**src/rtl/inv_out_debounce_pkg.sv**
```systemverilog
// ----------------------------------------------------------------------------
// inv_out_debounce_pkg
// Shared types and helpers for the inverter-output debouncer.
//   dbn_state_t   : two-state qualification FSM encoding
//   GCNT_MAX_DEF  : saturation value of the default-width glitch counter
//   clog2_f       : ceiling log2 used to size the qualification counter
// ----------------------------------------------------------------------------
package inv_out_debounce_pkg;

    typedef enum logic {
        ST_STABLE = 1'b0,
        ST_QUAL   = 1'b1
    } dbn_state_t;

    localparam logic [7:0] GCNT_MAX_DEF = 8'hFF;

    // Ceiling log2, never below 1 so a counter vector is always at least
    // one bit wide.
    function automatic int clog2_f(input int value);
        int result;
        int rem;
        result = 0;
        rem    = value - 1;
        while (rem > 0) begin
            result = result + 1;
            rem    = rem >> 1;
        end
        if (result < 1) begin
            result = 1;
        end
        return result;
    endfunction

endpackage

```
**src/rtl/inv_out_debounce_sync.sv**
```systemverilog
// ----------------------------------------------------------------------------
// sync_2ff
// Two-flop synchroniser bringing the raw inverter net into the clk domain.
//   clk : clock, all state on posedge
//   rst : asynchronous active-high reset, flops clear to 0
//   d   : asynchronous input
//   q   : synchronised output (second flop)
// ----------------------------------------------------------------------------
module sync_2ff (
    input  logic clk,
    input  logic rst,
    input  logic d,
    output logic q
);

    localparam int STAGES = 2;

    // stage_reg[0] is s1 (first capture), stage_reg[STAGES-1] is s2.
    logic [STAGES-1:0] stage_reg;

    always_ff @(posedge clk or posedge rst) begin
        if (rst) begin
            stage_reg <= '0;
        end else begin
            stage_reg <= {stage_reg[STAGES-2:0], d};
        end
    end

    assign q = stage_reg[STAGES-1];

endmodule

```
**src/rtl/inv_out_debounce.sv**
```systemverilog
// ----------------------------------------------------------------------------
// inv_out_debounce
// Consumer stage for the switch-level inverter output net. Synchronises the
// resolved 1-bit net, rejects glitches caused by unequal pmos/nmos edge
// delays, and emits a debounced level with one-cycle rise/fall strobes.
//
// Parameters
//   STABLE_CYCLES : consecutive synced samples differing from dout needed
//                   before dout flips (2..255)
//   GCNT_W        : width of the saturating glitch counter
// Ports
//   clk        in  1       clock, all state on posedge
//   rst        in  1       asynchronous active-high reset
//   din        in  1       raw inverter output net
//   dout       out 1       debounced level
//   rise       out 1       one-cycle pulse on dout 0->1
//   fall       out 1       one-cycle pulse on dout 1->0
//   busy       out 1       high while a candidate transition is qualifying
//   glitch_cnt out GCNT_W  rejected-transition count, saturating
//
// Build option
//   INV_OUT_DEBOUNCE_GLITCH_CNT_EN : when defined the glitch counter is
//   built; when undefined glitch_cnt is tied to 0 (port kept).
// ----------------------------------------------------------------------------
module inv_out_debounce
    import inv_out_debounce_pkg::*;
#(
    parameter int STABLE_CYCLES = 4,
    parameter int GCNT_W        = $bits(GCNT_MAX_DEF)
) (
    input  logic              clk,
    input  logic              rst,
    input  logic              din,
    output logic              dout,
    output logic              rise,
    output logic              fall,
    output logic              busy,
    output logic [GCNT_W-1:0] glitch_cnt
);

    localparam int              CNT_W    = clog2_f(STABLE_CYCLES);
    localparam logic [CNT_W-1:0] CNT_ONE  = CNT_W'(1);
    localparam logic [CNT_W-1:0] CNT_LAST = CNT_W'(STABLE_CYCLES - 1);

    // Elaboration-time guard on the qualification length.
    if (STABLE_CYCLES < 2 || STABLE_CYCLES > 255) begin : g_bad_stable_cycles
        $fatal(1, "inv_out_debounce: STABLE_CYCLES=%0d outside 2..255", STABLE_CYCLES);
    end

    // ------------------------------------------------------------------
    // Synchroniser: only the second flop output is visible to the FSM.
    // ------------------------------------------------------------------
    logic s2;

    sync_2ff u_sync (
        .clk (clk),
        .rst (rst),
        .d   (din),
        .q   (s2)
    );

    // ------------------------------------------------------------------
    // Qualification FSM
    // ------------------------------------------------------------------
    dbn_state_t       state_reg, state_next;
    logic [CNT_W-1:0] cnt_reg,   cnt_next;
    logic             dout_reg,  dout_next;
    logic             rise_reg,  rise_next;
    logic             fall_reg,  fall_next;
    logic             busy_reg,  busy_next;
    logic             glitch_evt;

    always_comb begin
        state_next = state_reg;
        cnt_next   = cnt_reg;
        dout_next  = dout_reg;
        rise_next  = 1'b0;
        fall_next  = 1'b0;
        glitch_evt = 1'b0;

        case (state_reg)
            ST_STABLE: begin
                if (s2 != dout_reg) begin
                    // First differing sample counts as sample #1.
                    state_next = ST_QUAL;
                    cnt_next   = CNT_ONE;
                end else begin
                    cnt_next   = '0;
                end
            end

            ST_QUAL: begin
                if (s2 != dout_reg) begin
                    if (cnt_reg == CNT_LAST) begin
                        // This is the STABLE_CYCLES-th differing sample.
                        dout_next  = ~dout_reg;
                        rise_next  = ~dout_reg;
                        fall_next  = dout_reg;
                        state_next = ST_STABLE;
                        cnt_next   = '0;
                    end else begin
                        cnt_next   = cnt_reg + CNT_ONE;
                    end
                end else begin
                    // Net fell back before qualifying: reject as a glitch.
                    glitch_evt = 1'b1;
                    state_next = ST_STABLE;
                    cnt_next   = '0;
                end
            end

            default: begin
                state_next = ST_STABLE;
                cnt_next   = '0;
            end
        endcase

        // busy is a flop that tracks the FSM state it will be in.
        busy_next = (state_next == ST_QUAL);
    end

    always_ff @(posedge clk or posedge rst) begin
        if (rst) begin
            state_reg <= ST_STABLE;
            cnt_reg   <= '0;
            dout_reg  <= 1'b0;
            rise_reg  <= 1'b0;
            fall_reg  <= 1'b0;
            busy_reg  <= 1'b0;
        end else begin
            state_reg <= state_next;
            cnt_reg   <= cnt_next;
            dout_reg  <= dout_next;
            rise_reg  <= rise_next;
            fall_reg  <= fall_next;
            busy_reg  <= busy_next;
        end
    end

    assign dout = dout_reg;
    assign rise = rise_reg;
    assign fall = fall_reg;
    assign busy = busy_reg;

    // ------------------------------------------------------------------
    // Glitch counter (optional)
    // ------------------------------------------------------------------
`ifdef INV_OUT_DEBOUNCE_GLITCH_CNT_EN
    logic [GCNT_W-1:0] gcnt_reg;

    always_ff @(posedge clk or posedge rst) begin
        if (rst) begin
            gcnt_reg <= '0;
        end else if (glitch_evt && (gcnt_reg != {GCNT_W{1'b1}})) begin
            // Saturate at all-ones instead of wrapping.
            gcnt_reg <= gcnt_reg + 1'b1;
        end
    end

    assign glitch_cnt = gcnt_reg;
`else
    logic unused_glitch_evt;

    assign unused_glitch_evt = glitch_evt;
    assign glitch_cnt        = '0;
`endif

endmodule
```
**config.mk**
```make
export PLATFORM = sky130hd
export DESIGN_NAME = inv_out_debounce
export DESIGN_NICKNAME = d
export VERILOG_FILES = /design/src/rtl/inv_out_debounce_pkg.sv /design/src/rtl/inv_out_debounce_sync.sv /design/src/rtl/inv_out_debounce.sv
export SDC_FILE = /design/constraint.sdc
export NUM_CORES = 1
export LEC_CHECK = 0
export CORE_AREA = 5 5 42 44
export CTS_CLUSTER_DIAMETER = 30
export DETAILED_ROUTE_END_ITERATION = 7
export DIE_AREA = 0 0 47 49
export GPL_TIMING_DRIVEN = 1
export PLACE_DENSITY = 0.54
export SYNTH_ARGS = -nofsm -noshare
export SYNTH_HDL_FRONTEND = slang
export SYNTH_SLANG_ARGS = --single-unit
```
**constraint.sdc**
```tcl
create_clock -name clk -period 1.4 [get_ports clk]
set_input_delay 0.28 -clock clk [delete_from_list [all_inputs] [get_ports clk]]
set_output_delay 0.28 -clock clk [all_outputs]
set_load 0.02 [all_outputs]
```
Yosys cells after proc, flatten, opt, wreduce, memory -nomap -nowiden

Index checks and enable logic that the tools add are counted.

Input port bits: 3
Logic and storage cells: 26
Register bits: 8

Equal/unequal tests: 2
$add $sub $neg: 1
Mux-type cells: 14
Reduce and logical (&&, ||, !) cells: 1
Bitwise operators: 2

Operators by type and width:

| kind                                        | number |
|---|---|
| two-way mux 1 bit                           | 10 |
| two-way mux 2 bit                           | 2 |
| case mux 2 bit (2 select lines)             | 1 |
| AND reduction 3 bit                         | 1 |
| adder 2 x 1 -> 2 bit, second input constant | 1 |
| equality test 2 bit, second input constant  | 1 |
| inverter 1 bit                              | 2 |
| case mux 1 bit (2 select lines)             | 1 |
| inequality test 1 bit                       | 1 |

Longest topological paths before layout

Word-level depth: 4
Depth in mapped cells: 3

Cells and area by module

A second synthesis with hierarchy kept.

Cell total of the unflattened synthesis: 32
Area total of the unflattened synthesis: 369.1 µm²

By module, submodules not included:

| module           | area each (µm²) | cells each | seq. area each (µm²) | instances |
|---|---|---|---|---|
| inv_out_debounce | 315.3           | 29         | 150.1                | 1 |
| sync_2ff         | 53.8            | 3          | 50.0                 | 1 |

Worst setup path before layout

OpenSTA, ideal clock, no wires.

Path type: flip-flop to flip-flop
From: register cnt_reg[0]
To: register dout_reg (netlist: dout)
Data arrival time: 0.955 ns
Stages on the path, launching flop included: 4
Buffers on the path: 0
Setup time: 0.125 ns
Setup slack: 0.319 ns
Cells stage by stage: dfrtp_1 ha_1 nand2_1 mux2_4

Longest elaborated chain between the ends: 2

RTL lines:

| what                                 | line                    | source |
|---|---|---|
| start, declared                      | inv_out_debounce.sv:66  | `logic [CNT_W-1:0] cnt_reg, cnt_next;` |
| start signal, assigned               | inv_out_debounce.sv:132 | `cnt_reg <= cnt_next;` |
| equality test 2 bit                  | inv_out_debounce.sv:94  | `if (cnt_reg == CNT_LAST) begin` |
| AND reduction 3 bit (no source line) | -                       |  |
| end signal, assigned                 | inv_out_debounce.sv:133 | `dout_reg <= dout_next;` |
| end, declared                        | inv_out_debounce.sv:67  | `logic dout_reg, dout_next;` |

Every way passes these cells.
A chain may end at the register's enable or synchronous reset.

Final worst setup path

From: register dout_reg (netlist: dout)
To: output dout

RTL lines:

| what          | line                   | source |
|---|---|---|
| end, declared | inv_out_debounce.sv:34 | `output logic dout,` |

No word-level cell between the ends.

==> run metrics <==
root buffer cell clkbuf_4; final setup violating endpoints 0; gr usage total 5.46%; Tcrit/Tclk final 86.4%; DR WL/cell 8.44 µm; register area share after synthesis 55.2%; Lkg Pwr between 0.0002 and 0.00025 µW; top post-synthesis cells by area dfrtp_1, buf_4, ha_1; predominant post-synthesis flop cell dfrtp_1; Worst Hold Class in -> async; Setup Skew roughly 0.0049 ns; GPL Wtd Cong slightly above 0.6; Die Span Y 49 µm; Yosys Warn Count 0; post-synth top area share 55.2%; WP buf/inv 1; Avg Cell Area, Syn 11.7 µm²; vias in the first global route 180; number of remaining DRC errors 0; diode count 0; first-pass GRT wire length 807 µm; H-tree levels 1; initial antenna violation count 0; Mapped Area 363 µm²; RSZ-0062 raised after global routing false; VDD IR max 0.749 mV; input/output buffers 6; CP Capture Type output pin; Final Cell Area between 400 and 500 µm²; Site Rows 14; Detail Route Antenna Nets 0; Pwr Density 1760 nW/µm²; Placed Instance Area 424 µm²; Detailed Place HPWL 393 µm; commonest cells in the synthesized netlist buf_4, dfrtp_1, nand2_1; library cells used by synthesis 12; Mapped Cells 31; Core Region around 1400 µm²; sequence of cells on the critical path dlygate4sd2_1; initial DRC count 0; Post-Route WL 481 µm; CP max FO 2; CTS clk-pin slew, worst paths about 0.050 ns; total gr overflow 0; TritonCTS clock tree done; max cap viols 0; clock sinks 8; Initial Utilization between 20% and 30%; CTS Buf Count 3; CP Data Required Time 1.12 ns; Synth area leader dfrtp_1; CP delay by family, top flip-flops; Final nets 48; Crit-path slowest cell dfrtp_1; Hold Fails Final Rpt 0; Setup Fix Bufs, Post-CTS 0; # IOs 15; Die W about 47 µm; R2R Setup Slk 0.29 ns; status complete, no violations; Final TNS setup 0 ns; CTS Buffer Depth 2; vias 200; Startpoint Class flip-flop; Max Freq 827 MHz; max-slew violations 0; kind of critical path reg -> out; Async SR Flop Fraction 100%; largest net degree at the start of global routing 9; Post-synth EDFFs 0; CP peak stage delay 0.37 ns; share of post-route cells with drive strength above 1 ~15%; crit path time final 1.21 ns; CP arrival about 0.93 ns; DRT Pass-1 Iters 1; flops & latches, synth 8; Via density 3.51; area growth from synthesis to layout 21.7%; clock latency at the later pin of the worst-skew pair 0.25 ns; die area 2300 µm²
-- stage by stage --
step | cells | power, µW | setup WS, ns | hold slack [ns] | util (%)
2_1_floorplan | 38 | 527 | 0.319 | 0.0957 | -
3_3_place_gp | 54 | 640 | 0.196 | 0.334 | 30.3
3_5_place_dp | 54 | 643 | 0.196 | 0.335 | 30.3
4_1_cts | 57 | 797 | 0.173 | 0.285 | 31.5
5_1_grt | 57 | 848 | 0.141 | 0.290 | 31.5
6_report | 57 | 779 | 0.190 | 0.279 | 31.5
-- final timing paths --
path	from	cells past startpoint	to
min in group clk	u_sync.stage_reg[0]	0	u_sync.stage_reg[1]
worst max-delay path	dout	1	dout
worst max register to register	cnt_reg[0]	3	dout
worst min register to register	u_sync.stage_reg[0]	0	u_sync.stage_reg[1]
worst min-delay path	rst	2	u_sync.stage_reg[1]
max in group asynchronous	rst	2	busy
-- where the power goes --
part / switching, µW / internal (µW)
Sequential: 31.3 / 292
Clock: 69.3 / 97.5
Combinational: 155 / 135
-- layout by cell type, fill, tap and decap left out, drive strengths merged --
cell           Yosys  layout
nor2               2       2
a21oi              1       1
nor3b              2       2
ha                 2       2
dfrtp              8       8
clkbuf             0       3
xnor2              1       1
buf                8       2
inv                1       1
o21a               1       1
dlygate4sd2        0       4
clkdlybuf4s50      0       2
nand2              3       3
conb               1       8
mux2               1       1
-- worst register-to-register path, delay by kind of cell (launching register included) --
kind | cells | cell delay [ns]
mux | 1 | 0.29
flops | 1 | 0.39
simple gates | 1 | 0.08
fa+ha+maj | 1 | 0.23
-- layout make-up --
class                      instances  area, µm²
fill                             159        960
multi-input combinational         21        125
inverter                           1       3.75
sequential                         8        200
clock buffer                       3       22.5
timing repair buffer               8       70.1
tap                               16       20.0
-- layer usage --
metal  vias up  share of wire [%]  global-route usage (%)
li1        101                  -                       -
met1        87                 37                    6.07
met2        12                 48                    6.56
met3         0                 15                    6.64
met4         0                  0                    1.38
met5         -                  0                       0
-- kinds of logic after synthesis --
group	Yosys count	synth area share (%)
fa+ha+maj	2	6.90
mux	1	4.14
compound gates	2	3.45
buf+inv	9	17.6
simple gates	7	9.31
other cells	1	1.03
flops	8	55.2
xor+xnor	1	2.41
-- timing repair --
action	in CTS	in global routing
resized for setup	4	0
endpoints found under the setup margin	4	0
hold buffers	0	0
Note: power is estimated with default switching activity, not from simulation.
